`src/rtl/lsb_evt.sv`:
```
// -----------------------------------------------------------------------------
// lsb_evt -- input-side companion of the LED/switch/button device.
//
// Synchronises and debounces the raw buttons and switches, latches press,
// release and switch-change events until software clears them, and raises a
// level interrupt while any enabled event is pending. The block sits at a
// single address on the internal bus and answers every access in one cycle.
//
// Ports
//   clk        system clock
//   rst_n      asynchronous reset, active-low (synchronous release upstream)
//   stb        device select
//   we         write enable, qualified by stb
//   data_in    write data
//               [31]     0 = write-1-to-clear events, 1 = load enable mask
//               [21:12]  switch change events
//               [11:8]   button release events
//               [7:4]    button press events
//   data_out   read data while stb & ~we, otherwise 0
//               [31:22] switch level, [21:12] chg, [11:8] release,
//               [7:4] press, [3:0] button level
//   ack        bus acknowledge (= stb)
//   irq        registered interrupt, high while (pending & enable) != 0
//   btn_in_n   raw buttons, active-low, asynchronous to clk
//   swi_in     raw switches, asynchronous to clk
//   btn_out    debounced buttons, active-high
//   swi_out    debounced switches
//
// Parameter
//   DEB_CYCLES clock cycles per debounce sample tick, legal range 1..65535
// -----------------------------------------------------------------------------
module lsb_evt #(
    parameter logic [15:0] DEB_CYCLES = 16'd50000
) (
    input  logic        clk,
    input  logic        rst_n,
    input  logic        stb,
    input  logic        we,
    input  logic [31:0] data_in,
    output logic [31:0] data_out,
    output logic        ack,
    output logic        irq,
    input  logic [3:0]  btn_in_n,
    input  logic [9:0]  swi_in,
    output logic [3:0]  btn_out,
    output logic [9:0]  swi_out
);

    // Event vector laid out exactly like data_in/data_out bits [21:4], so the
    // clear and enable fields can be taken from the bus with a single slice.
    typedef struct packed {
        logic [9:0] chg;
        logic [3:0] rel;
        logic [3:0] press;
    } evt_t;

    localparam logic [15:0] DEB_LAST = DEB_CYCLES - 16'd1;

    // -------------------------------------------------------------------------
    // Two-flop synchronisers. Buttons stay active-low through the chain so the
    // reset value (all 1s) reads as "not pressed"; inversion happens after.
    // -------------------------------------------------------------------------
    logic [3:0] btn_meta_n;
    logic [3:0] btn_sync_n;
    logic [9:0] swi_meta;
    logic [9:0] swi_sync;
    logic [3:0] btn_sync;

    // NOTE: every clocked block uses non-blocking assignments so all flops
    // sample the pre-edge values of each other, as real hardware does.
    always_ff @(posedge clk or negedge rst_n) begin
        if (!rst_n) begin
            btn_meta_n <= '1;
            btn_sync_n <= '1;
            swi_meta   <= '0;
            swi_sync   <= '0;
        end else begin
            btn_meta_n <= btn_in_n;
            btn_sync_n <= btn_meta_n;
            swi_meta   <= swi_in;
            swi_sync   <= swi_meta;
        end
    end

    assign btn_sync = ~btn_sync_n;

    // -------------------------------------------------------------------------
    // Prescaler: one-cycle tick every DEB_CYCLES clocks. With DEB_CYCLES = 1
    // the count is pinned at 0 and the tick is permanently high.
    // -------------------------------------------------------------------------
    logic [15:0] pre_cnt;
    logic        tick;

    assign tick = (pre_cnt == DEB_LAST);

    always_ff @(posedge clk or negedge rst_n) begin
        if (!rst_n) begin
            pre_cnt <= '0;
        end else if (tick) begin
            pre_cnt <= '0;
        end else begin
            pre_cnt <= pre_cnt + 16'd1;
        end
    end

    // -------------------------------------------------------------------------
    // Debounce. A bit flips its level only when the current synced value
    // matches the previous tick sample and differs from the level, i.e. two
    // consecutive equal samples. The update masks double as edge detectors.
    // -------------------------------------------------------------------------
    logic [3:0] btn_smp;
    logic [3:0] btn_lvl;
    logic [9:0] swi_smp;
    logic [9:0] swi_lvl;
    logic [3:0] btn_upd;
    logic [9:0] swi_upd;

    // NOTE: each always_comb output gets a default first, so no path can
    // leave it unassigned and infer a latch.
    always_comb begin
        btn_upd = '0;
        swi_upd = '0;
        if (tick) begin
            btn_upd = ~(btn_sync ^ btn_smp) & (btn_sync ^ btn_lvl);
            swi_upd = ~(swi_sync ^ swi_smp) & (swi_sync ^ swi_lvl);
        end
    end

    always_ff @(posedge clk or negedge rst_n) begin
        if (!rst_n) begin
            btn_smp <= '0;
            btn_lvl <= '0;
            swi_smp <= '0;
            swi_lvl <= '0;
        end else begin
            if (tick) begin
                btn_smp <= btn_sync;
                swi_smp <= swi_sync;
            end
            btn_lvl <= btn_lvl ^ btn_upd;
            swi_lvl <= swi_lvl ^ swi_upd;
        end
    end

    assign btn_out = btn_lvl;
    assign swi_out = swi_lvl;

    // -------------------------------------------------------------------------
    // Bus decode.
    // -------------------------------------------------------------------------
    logic rd_en;
    logic wr_en;
    logic clr_wr;
    logic ena_wr;

    assign rd_en  = stb & ~we;
    assign wr_en  = stb & we;
    assign clr_wr = wr_en & ~data_in[31];
    assign ena_wr = wr_en & data_in[31];

    // Bits of data_in that carry no meaning for this device.
    logic unused_data_in;
    assign unused_data_in = ^{data_in[30:22], data_in[3:0]};

    // -------------------------------------------------------------------------
    // Event latches and enable mask. Sets are ORed in after the clear, so an
    // event arriving in the same cycle as its clear is never lost.
    // -------------------------------------------------------------------------
    evt_t pending;
    evt_t enable;
    evt_t evt_set;
    evt_t evt_clr;

    always_comb begin
        evt_set       = '0;
        evt_set.press = btn_upd & btn_sync;
        evt_set.rel   = btn_upd & ~btn_sync;
        evt_set.chg   = swi_upd;

        evt_clr = '0;
        if (clr_wr) begin
            evt_clr = evt_t'(data_in[21:4]);
        end
    end

    always_ff @(posedge clk or negedge rst_n) begin
        if (!rst_n) begin
            pending <= '0;
            enable  <= '0;
            irq     <= 1'b0;
        end else begin
            pending <= (pending & ~evt_clr) | evt_set;
            if (ena_wr) begin
                enable <= evt_t'(data_in[21:4]);
            end
            // Built from the registered latches and mask, so irq follows a
            // latch set or mask write by exactly one clock.
            irq <= |(pending & enable);
        end
    end

    // -------------------------------------------------------------------------
    // Read path: combinational, side-effect free, zero when not reading.
    // -------------------------------------------------------------------------
    assign data_out = rd_en ? {swi_lvl, pending, btn_lvl} : 32'h0;
    assign ack      = stb;

endmodule
```
`config.mk`:
```
export PLATFORM = sky130hd
export DESIGN_NAME = lsb_evt
export DESIGN_NICKNAME = d
export VERILOG_FILES = /design/src/rtl/lsb_evt.sv
export SDC_FILE = /design/constraint.sdc
export NUM_CORES = 1
export LEC_CHECK = 0
export CAP_MARGIN = 5
export CORE_UTILIZATION = 41
export CTS_CLUSTER_DIAMETER = 80
export CTS_CLUSTER_SIZE = 25
export DETAILED_ROUTE_END_ITERATION = 16
export GPL_TIMING_DRIVEN = 1
export PLACE_DENSITY = 0.67
export SYNTH_ARGS = -nofsm -noshare
export SYNTH_HDL_FRONTEND = slang
export SYNTH_SLANG_ARGS = --single-unit
```
`constraint.sdc`:
```
create_clock -name clk -period 2.2 [get_ports clk]
set_clock_uncertainty 0.15 [all_clocks]
set_input_delay 0.22 -clock clk [delete_from_list [all_inputs] [get_ports clk]]
set_output_delay 0.22 -clock clk [all_outputs]
set_load 0.01 [all_outputs]
```
==> After elaboration in Yosys (flattened, before gate mapping) <==
Index checks and enable logic that the tools add are counted.
{ "totals": {"out_inout_bits": 48, "elab_cells": 48, "register_bits": 109, "inputBits": 50} }
{ "classes": {"n_eq_ne": 1, "reduce_logical": 1, "n_addsub": 1, "muxes": 5, "n_bitwise": 24} }
{ "ops": {"columns": ["operator", "count"], "rows": [
  ["$and 18x18->18", 2],
  ["$mux 32", 1],
  ["$xor 10x10->10", 3],
  ["$mux 18", 1],
  ["$not 18->18", 1],
  ["$or 18x18->18", 1],
  ["$reduce_or 18->1", 1],
  ["$add 16x1->16 const B", 1],
  ["$eq 16x16->1 const B", 1],
  ["$mux 16", 1],
  ["$and 4x4->4", 3],
  ["$not 4->4", 3],
  ["$xor 4x4->4", 3],
  ["$and 10x10->10", 1],
  ["$mux 10", 1],
  ["$not 10->10", 1],
  ["$and 1x1->1", 4],
  ["$mux 4", 1],
  ["$not 1->1", 2]
]} }

==> Logic depth before layout (Yosys ltp) <==
Gate-level depths: netlist of run 1.
{ "depth": {"depth_word": 7, "depth_mapped": 7, "depth_no_buf": 5} }

==> Worst setup path after synthesis of run 1 <==
Ideal clock, no wire load.
{ "synth_timing": {"path_type": "register to register", "from": "reg pre_cnt[0]", "to": "reg pending[4] (netlist name)", "period_less_slack_ns": 1.742, "t_required_ns": 1.928, "path_stages_with_launch": 7, "setup_time_ns": 0.122, "slack_ns": 0.458, "t_arrival_ns": 1.471, "n_path_buf": 2, "cell_sequence": "dfrtp_1 ha_1 and3_1 and4_1 buf_2 buf_6 a32o_1"} }
{ "synth_via": {"elab_chain_len": 4} }
{ "synth_rtl": {"columns": ["item", "line_no", "source"], "rows": [
  ["from (decl)", "91", "logic [15:0] pre_cnt;"],
  ["from (signal assigned)", "102", "pre_cnt <= pre_cnt + 16'd1;"],
  ["$eq 16x16->1", "94", "assign tick = (pre_cnt == DEB_LAST);"],
  ["$mux 4", "123", "if (tick) begin"],
  ["$and 4x4->4", "177", "evt_set.rel = btn_upd & ~btn_sync;"],
  ["$or 18x18->18", "192", "pending <= (pending & ~evt_clr) | evt_set;"],
  ["to (signal assigned)", "192", null],
  ["to (decl)", "169", "evt_t pending;"]
]} }
Every way passes these cells.
A chain may end at the register's enable or synchronous reset.

==> Worst setup path after layout of run 1 <==
{ "layout_timing": {"from": "in stb", "to": "out data_out[11]"} }
{ "layout_via": {"elab_chain_len": 2} }
{ "layout_rtl": {"columns": ["item", "line_no", "source"], "rows": [
  ["from (decl)", "37", "input logic stb,"],
  ["$and 1x1->1", "156", "assign rd_en = stb & ~we;"],
  ["$mux 32", "205", "assign data_out = rd_en ? {swi_lvl, pending, btn_lvl} : 32'h0;"],
  ["to (decl)", "40", "output logic [31:0] data_out,"]
]} }
Every way passes these cells.

==> results.py, run 1 <==
metrics = {
    "outcome": {
        "outcome": "finished clean",
    },
    "sta": {
        "timing.final.crit_period_ns": 2.15,
        "maxSlewHeadroom_pct": 72.2,
        "finalHoldViolations": 0,
        "finalSetupViolCount": 0,
        "fmax_mhz": 465,
        "drv_slew": 0,
        "fin_crit_sh_pct": 97.7,
        "finalSetupTns_ns": 0,
        "tightest_slew_ns": 0.418,
    },
    "clock_tree": {
        "cts_buffers": 9,
        "clock_path_buffers": 2,
        "path_clk_slew_ns": 0.11,
        "clock_sinks": 109,
        "post_cts_buffers": 0,
        "clk_latency_ns": 0.37,
        "root_buffer": "clkbuf_8",
        "htree_levels": 3,
        "cts_tree": "done",
    },
    "detailed_routing": {
        "wl_per_cell_um": 15.3,
        "ant_nets": 0,
        "wirelength_um": 9810,
        "drcViolationCount": 0,
        "routed-via-count": 3293,
        "drt_pre_antenna_iters": 4,
        "drtIter0Drc": 133,
        "avgViaCountPerCell": 5.12,
    },
    "logic_synthesis": {
        "synthArstFlopShare_pct": 100,
        "yosys_warnings": 0,
        "syn_inst": 406,
        "synth.area.top_cells": "dfrtp_1, dfstp_2, nand2_1, and2_1, mux2_2",
        "syn_avg_cell_area_um2": 11.2,
        "syn-num-nets": 457,
        "synthFlopType": "dfrtp_1",
        "synthesis.area_um2": 4540,
        "synth_top_area_share_pct": 55.7,
        "synth.largest_area_cell": "dfrtp_1",
        "synth_seq_cells": 109,
        "netlist-cell-type-count": 36,
        "yosysSeqAreaShare_pct": 60.3,
        "synth_edf_count": 0,
    },
    "min_path": {
        "min-delay-start": "btn_in_n[2]",
        "holdCritPathClass": "in -> reg",
    },
    "finish": {
        "nNetsFinal": 549,
        "syn_to_final_growth_pct": 29.2,
        "fillerInstances": 958,
        "drive_above_1_share_pct": 12.7,
        "final_cell_mix": "dfrtp_1, clkdlybuf4s50_1, nand2_1",
        "final_common_cell": "dfrtp_1",
        "utilization_pct": 54.4,
        "n_antenna_cell": 0,
    },
    "grt": {
        "antenna_found_initial": 0,
        "grt_pass1_vias": 3159,
        "grt_use_total_pct": 17.7,
        "grt_max_degree": 46,
        "gr-total-overflow": 0,
        "grt_pass1_wl_um": 15500,
    },
    "setup_path": {
        "r2r-start": "pre_cnt[0]$_DFF_PN0_",
        "cp-startpoint": "stb",
        "cp.required_ns": 1.83,
        "crit_type": "in -> out",
        "startpoint_type": "input port",
        "end_kind": "primary output",
        "arrival_ns": 1.78,
        "worstPathMaxFanout": 16,
    },
    "placed_design": {
        "hpwlAfterDp_um": 6800,
        "io_buffers": 84,
        "gp_congestion": 0.772,
    },
    "die": {
        "std_cell_rows": 38,
        "coreArea_um2": 10800,
        "initial_core_util_pct": 42.1,
        "die_w_um": 107,
        "dieArea_um2": 11500,
        "die_h_um": 107,
        "io_pins": 98,
    },
    "pwr": {
        "powerDensity_nw_per_um2": 613,
        "leakage_nw": 2.87,
        "peakVddDrop_mv": 0.356,
    },
    "run": {
        "drv_cap": 0,
    },
}
state kept, by name, indices dropped and copies added, names as in the netlist, 4 cells and up:
name,flops
swi_sync,10
btn_out,4
btn_sync_n,4
swi_meta,10
btn_meta_n,4
pre_cnt,16
swi_out,10
enable,18
pending,18
swi_smp,10
btn_smp,4
cell families after synthesis:
logic type / after synthesis / synth area share [%]
compound gates: 92 / 13.7
xor+xnor: 12 / 2.31
fa+ha+maj: 1 / 0.276
buf+inv: 31 / 3.33
flops: 109 / 60.3
mux: 19 / 4.68
simple gates: 142 / 15.4
routing by layer:
metal	wire length, um	GRT usage (%)	vias to the layer above
li1	-	-	1581
met1	4440	23.5	1633
met2	4830	29.2	67
met3	373	2.49	12
met4	167	7.24	0
met5	0	0	-
layout make-up:
cell class	instances	area [um2]	share of cell area [%]
flip-flops and latches	109	2740	46.7
clock inverters	6	70.1	1.19
repair buffers	97	1040	17.7
multi-input cells	266	1660	28.3
inverters	15	56.3	0.959
clock buffers	10	128	2.17
well taps	140	175	2.99
final timing paths:
kind                                      endpoint  slack (ns)  cells past startpoint
hold / removal             btn_meta_n[2]$_DFF_PN1_        0.09                      1
setup / recovery                      data_out[11]        0.05                      5
min in group asynchronous     swi_out[3]$_DFF_PN0_        0.16                      2
max in group asynchronous  btn_meta_n[0]$_DFF_PN1_        1.01                      3
setup reg to reg              swi_out[6]$_DFF_PN0_        0.26                      6
hold reg to reg            btn_sync_n[0]$_DFF_PN1_        0.20                      0
power breakdown:
part           leakage [nW]  internal (mW)  switching [mW]
Combinational          1.37          0.130          0.0980
Sequential             1.40           2.10          0.0509
Clock                 0.102          0.540           0.684
timing repair:
action,in CTS,in global routing
endpoints found under the setup margin,0,16
hold buffers,1,0
endpoints found under the hold margin,28,0
resized for setup,0,20
stage by stage:
step | power [mW] | worst slack (ns) | hold slack [ns] | cell area, um2 | instances
after global placement | 2.40 | 0.0894 | 0.0268 | 5580 | 625
after detailed placement | 2.41 | 0.0560 | 0.0320 | 5580 | 625
final | 3.60 | 0.0515 | 0.0887 | 5870 | 643
after CTS | 3.63 | 0.0526 | 0.0738 | 5790 | 642
after floorplan | 2.25 | 0.458 | -0.226 | 4540 | 406
after global routing | 3.74 | -0.000755 | 0.0875 | 5870 | 643
cell usage after synthesis, types with 4 or more instances:
master	n
buf_2	7
nor2_1	32
xnor2_1	7
nand2_1	56
clkbuf_1	4
nand3_1	5
dfstp_2	8
o21ai_0	31
a22o_1	13
a21oi_1	25
and2_1	33
inv_1	15
xor2_1	5
a32o_1	8
mux2_2	18
dfrtp_1	101
nand4_1	5
critical path: stages:
cell and delay, ns:
clkdlybuf4s50_1 0.48, nor2b_4 0.23, buf_12 0.17, and2_1 0.14
clkdlybuf4s50_1 0.53
No activity file was read; power rests on OpenSTA's default activity.
==> run 2, diff against run 1 <==
- PLACE_DENSITY: 0.67 -> 0.78
- RECOVER_POWER: not set -> 25
==> results.py, run 2 (same netlist as run 1, synthesis figures left out) <==
metrics = {
    "outcome": {
        "outcome": "finished clean",
    },
    "finish": {
        "final_common_cell": "dfrtp_1",
        "syn_to_final_growth_pct": 28.4,
        "reg_top3": "enable (18), pending (18), pre_cnt (16)",
        "final_cells": 642,
        "postLayoutCellArea_um2": 5830,
        "fillerInstances": 932,
        "nNetsFinal": 548,
        "n_antenna_cell": 0,
        "drive_above_1_share_pct": 12.2,
        "final_cell_mix": "dfrtp_1, clkdlybuf4s50_1, nand2_1",
    },
    "die": {
        "die_w_um": 107,
        "coreArea_um2": 10800,
        "dieArea_um2": 11500,
        "std_cell_rows": 38,
        "io_pins": 98,
        "initial_core_util_pct": 42.1,
        "die_h_um": 107,
    },
    "sta": {
        "maxSlewHeadroom_pct": 32.2,
        "rsz0062_at_grt": "false",
        "tightest_slew_ns": 1.02,
        "fin_crit_sh_pct": 97.7,
        "timing.final.crit_period_ns": 2.15,
        "finalSetupViolCount": 0,
        "finalHoldViolations": 0,
        "fmax_mhz": 465,
        "finalSetupTns_ns": 0,
        "drv_slew": 0,
    },
    "grt": {
        "antenna_found_initial": 0,
        "grt_use_total_pct": 18.2,
        "use_met1_pct": 24.4,
        "grt_max_degree": 44,
        "grt_busiest_layer": "met2",
        "use_met3_pct": 2.67,
        "groute.layer.met2.usage_pct": 30.6,
        "grt_pass1_vias": 3288,
        "gr-total-overflow": 0,
        "grt_pass1_wl_um": 16200,
    },
    "clock_tree": {
        "clock_path_buffers": 2,
        "cts_tree": "done",
        "clock_sinks": 109,
        "path_clk_slew_ns": 0.10,
        "htree_levels": 3,
        "clk_latency_ns": 0.36,
        "cts_buffers": 9,
        "root_buffer": "clkbuf_8",
        "post_cts_buffers": 0,
    },
    "setup_path": {
        "arrival_ns": 1.78,
        "crit_type": "in -> out",
        "path_cells": "clkdlybuf4s50_1 -> nor2b_2 -> buf_12 -> and2_1 -> clkdlybuf4s50_1",
        "end_kind": "primary output",
        "worstPathMaxFanout": 32,
        "crit_buf_inv": 3,
        "slowest_delay_ns": 0.53,
        "crit_path_top_delay_cell": "clkdlybuf4s50_1",
        "critPathMostFrequentCell": "clkdlybuf4s50_1",
        "critPathTopFamily": "buffers and inverters",
        "cp.required_ns": 1.83,
        "startpoint_type": "input port",
    },
    "detailed_routing": {
        "wirelength_um": 9720,
        "drtIter0Drc": 139,
        "drcViolationCount": 0,
        "wl_per_cell_um": 15.1,
        "avgViaCountPerCell": 5.17,
        "ant_nets": 0,
        "drt_pre_antenna_iters": 4,
        "routed-via-count": 3320,
    },
    "placed_design": {
        "gp_congestion": 0.810,
        "dp_cells": 625,
        "dpl_cell_area_um2": 5580,
        "hpwlAfterDp_um": 6920,
        "io_buffers": 84,
    },
    "pwr": {
        "powerDensity_nw_per_um2": 648,
        "peakVddDrop_mv": 0.372,
        "leakage_nw": 2.53,
    },
    "run": {
        "drv_cap": 0,
    },
    "min_path": {
        "holdCritPathClass": "reg -> reg",
    },
}
-- run 2: cell types whose count changed in the layout (fill, tap and decap cells not counted), sizes merged --
cell,change
bufinv,+2
clkdlybuf4s50,+4
buf,-1
clkinvlp,+1
dlygate4sd3,+14
inv,-2
clkinv,-2
clkbuf,+1
dlymetal6s2s,-18
-- run 2: metal layers --
metal | vias to the layer above | wire [um] | share of wire, %
li1 | 1577 | - | -
met1 | 1656 | 4300 | 44
met2 | 76 | 4870 | 50
met3 | 11 | 447 | 4.6
met4 | 0 | 97 | 1.0
met5 | - | 0 | 0
-- run 2: through the flow --
| step | worst slack, ns | utilization (%) | hold WS, ns | power, mW |
|---|---|---|---|---|
| CTS | 0.0302 | 54.0 | 0.0934 | 3.82 |
| detailed placement | 0.0411 | 51.7 | 0.0776 | 2.41 |
| floorplan | 0.458 | - | -0.226 | 2.25 |
| global placement | 0.0903 | 51.7 | 0.0783 | 2.40 |
| global route | 0.000106 | 54.0 | 0.195 | 3.92 |
| finish | 0.0501 | 54.0 | 0.196 | 3.78 |
-- run 2: path summary, 6_finish.rpt --
check                                              from                       to  slack [ns]  depth (start not counted)
worst min-delay path            btn_meta_n[0]$_DFF_PN1_  btn_sync_n[0]$_DFF_PN1_        0.20                          0
worst min register to register  btn_meta_n[0]$_DFF_PN1_  btn_sync_n[0]$_DFF_PN1_        0.20                          0
max in group asynchronous                         rst_n  btn_sync_n[3]$_DFF_PN1_        0.58                          3
worst max-delay path                                stb             data_out[17]        0.05                          5
worst max register to register     pre_cnt[0]$_DFF_PN0_     btn_out[0]$_DFF_PN0_        0.14                          6
min in group asynchronous                         rst_n     pending[9]$_DFF_PN0_        0.41                          2
-- run 2: timing repair --
item	4_1_cts	5_1_grt
gates resized for setup	0	1
setup endpoints to repair	0	1
hold endpoints to repair	32	0
hold buffers	1	0
-- run 2: power breakdown --
group	switching [mW]	total, mW	internal, mW
logic	0.0952	0.215	0.120
registers	0.0531	2.15	2.10
clock network	0.650	1.41	0.762
total	0.798	3.78	2.98
-- run 2: final cells by class --
class	instances	area [um2]	share of cell area [%]
flip-flops and latches	109	2740	47.0
multi-input cells	266	1660	28.4
repair buffers	96	968	16.6
well taps	140	175	3.00
clock buffers	11	131	2.25
clock inverters	5	106	1.82
inverters	15	56.3	0.966
==> run 3, diff against run 2 <==
- CAP_MARGIN: 5 -> not set
- CELL_PAD_IN_SITES_DETAIL_PLACEMENT: not set -> 1
- CELL_PAD_IN_SITES_GLOBAL_PLACEMENT: not set -> 1
- CORE_UTILIZATION: 41 -> 39
- CTS_CLUSTER_DIAMETER: 80 -> 150
- PLACE_DENSITY: 0.78 -> 0.9
==> results.py, run 3 (same netlist as run 1, synthesis figures left out) <==
metrics = {
    "placed_design": {
        "dpl_cell_area_um2": 5590,
        "hpwlAfterDp_um": 8840,
        "gp_congestion": 0.758,
        "io_buffers": 84,
        "dp_cells": 629,
        "dpl_worst_slack_ns": 0.0223,
    },
    "die": {
        "std_cell_rows": 39,
        "coreArea_um2": 11400,
        "dieArea_um2": 12100,
        "die_w_um": 110,
        "die_h_um": 110,
        "io_pins": 98,
        "initial_core_util_pct": 39.9,
    },
    "setup_path": {
        "r2r_cells": 6,
        "startpoint_type": "input port",
        "cp-startpoint": "stb",
        "worstPathMaxFanout": 27,
        "r2r-start": "pre_cnt[0]$_DFF_PN0_",
        "crit_buf_inv": 3,
        "crit_type": "in -> out",
        "path_cells": "clkdlybuf4s50_1 -> nor2b_4 -> buf_12 -> and2_1 -> clkdlybuf4s50_1",
        "critical_path_cell_count": 5,
        "cp.required_ns": 1.83,
        "critPathMostFrequentCell": "clkdlybuf4s50_1",
        "rrSetupSlack_ns": 0.09,
        "critPathTopFamily": "buffers and inverters",
        "slowest_delay_ns": 0.54,
        "end_kind": "primary output",
        "crit_path_top_delay_cell": "clkdlybuf4s50_1",
        "arrival_ns": 1.77,
    },
    "clock_tree": {
        "path_clk_slew_ns": 0.08,
        "clock_sinks": 109,
        "cts_buffers": 9,
        "cts_tree": "done",
        "htree_levels": 3,
        "clock_path_buffers": 2,
        "clk_latency_ns": 0.35,
        "root_buffer": "clkbuf_16",
    },
    "grt": {
        "grt_pass1_wl_um": 19700,
        "grt_max_degree": 42,
        "grt_pass1_vias": 3813,
        "grt_use_total_pct": 22.3,
        "gr-total-overflow": 0,
        "antenna_found_initial": 0,
    },
    "finish": {
        "syn_to_final_growth_pct": 30.1,
        "regArea_um2": 2740,
        "drive_above_1_share_pct": 13.1,
        "fillerInstances": 1219,
        "reg_top3": "enable (18), pending (18), pre_cnt (16)",
        "multi_input_area_um2": 1660,
        "nNetsFinal": 550,
        "n_antenna_cell": 0,
        "postLayoutCellArea_um2": 5910,
        "final_cells": 647,
        "final_cell_mix": "dfrtp_1, clkdlybuf4s50_1, nand2_1",
        "final_common_cell": "dfrtp_1",
    },
    "pwr": {
        "power_switching_mw": 0.978,
        "peakVddDrop_mv": 0.413,
        "power_frac_seq_pct": 53.9,
        "internal_power_mw": 3.02,
        "clock_power_share_pct": 40.6,
        "leakage_nw": 2.55,
        "powerDensity_nw_per_um2": 678,
        "sw_frac_of_total_pct": 24.4,
        "power_frac_comb_pct": 5.5,
    },
    "sta": {
        "rsz0062_at_grt": "false",
        "drv_slew": 0,
        "maxSlewHeadroom_pct": 46.5,
        "tightest_slew_ns": 0.803,
        "finalHoldViolations": 0,
        "postLayoutSetupSlackWorst_ns": 0.0557,
        "fmax_mhz": 466,
        "fin_crit_sh_pct": 97.5,
        "finalSetupViolCount": 0,
        "timing.final.crit_period_ns": 2.14,
        "finalSetupTns_ns": 0,
    },
    "detailed_routing": {
        "ant_nets": 0,
        "drcViolationCount": 0,
        "drt_pre_antenna_iters": 4,
        "wirelength_um": 12400,
        "routed-via-count": 3486,
        "wl_per_cell_um": 19.2,
        "drtIter0Drc": 153,
        "avgViaCountPerCell": 5.39,
    },
    "min_path": {
        "min-delay-start": "btn_meta_n[0]$_DFF_PN1_",
        "holdCritPathClass": "reg -> reg",
        "min_path_cells": 0,
    },
    "run": {
        "drv_cap": 0,
    },
    "outcome": {
        "outcome": "finished clean",
    },
}
-- run 3: final timing paths --
path / endpoint
min reg2reg: btn_sync_n[0]$_DFF_PN1_
min: btn_sync_n[0]$_DFF_PN1_
min in group asynchronous: irq$_DFF_PN0_
max in group asynchronous: swi_out[5]$_DFF_PN0_
max: data_out[26]
max reg2reg: btn_out[0]$_DFF_PN0_
-- run 3: repair_timing --
| action | CTS | global route |
|---|---|---|
| gates resized for setup | 0 | 1 |
| hold buffers | 1 | 0 |
| endpoints found under the hold margin | 31 | 0 |
| buffers inserted | 1 | 0 |
| pin swaps | 1 | 0 |
| endpoints found under the setup margin | 2 | 26 |
-- run 3: per-layer routing --
metal  wire [um]  GRT usage [%]
met1        4760           25.2
met2        6850           40.8
met3         537           3.85
met4         296           9.71
met5           0              0
-- run 3: layout make-up --
| cell class | instances | area share (%) |
|---|---|---|
| Clock buffer | 9 | 3.81 |
| Clock inverter | 7 | 1.33 |
| Inverter | 15 | 0.953 |
| Multi-Input combinational cell | 266 | 28.1 |
| Sequential cell | 109 | 46.4 |
| Tap cell | 143 | 3.03 |
| Timing Repair Buffer | 98 | 16.4 |
-- run 3: per-stage QoR --
step | hold WS (ns) | power [mW] | util [%]
after floorplan | -0.226 | 2.25 | -
after global placement | 0.0352 | 2.40 | 49.2
after detailed placement | 0.0364 | 2.42 | 49.2
after CTS | 0.123 | 4.03 | 52.0
after global routing | 0.207 | 4.13 | 51.9
final | 0.201 | 4.00 | 51.9
-- run 3: power by group through the flow --
stage	sequential, mW	clock (mW)	combinational (mW)
final	2.16	1.63	0.220
after global routing	2.17	1.72	0.243
after CTS	2.15	1.64	0.233
after detailed placement	2.19	0	0.229
after global placement	2.18	0	0.217
after floorplan	2.17	0	0.0817
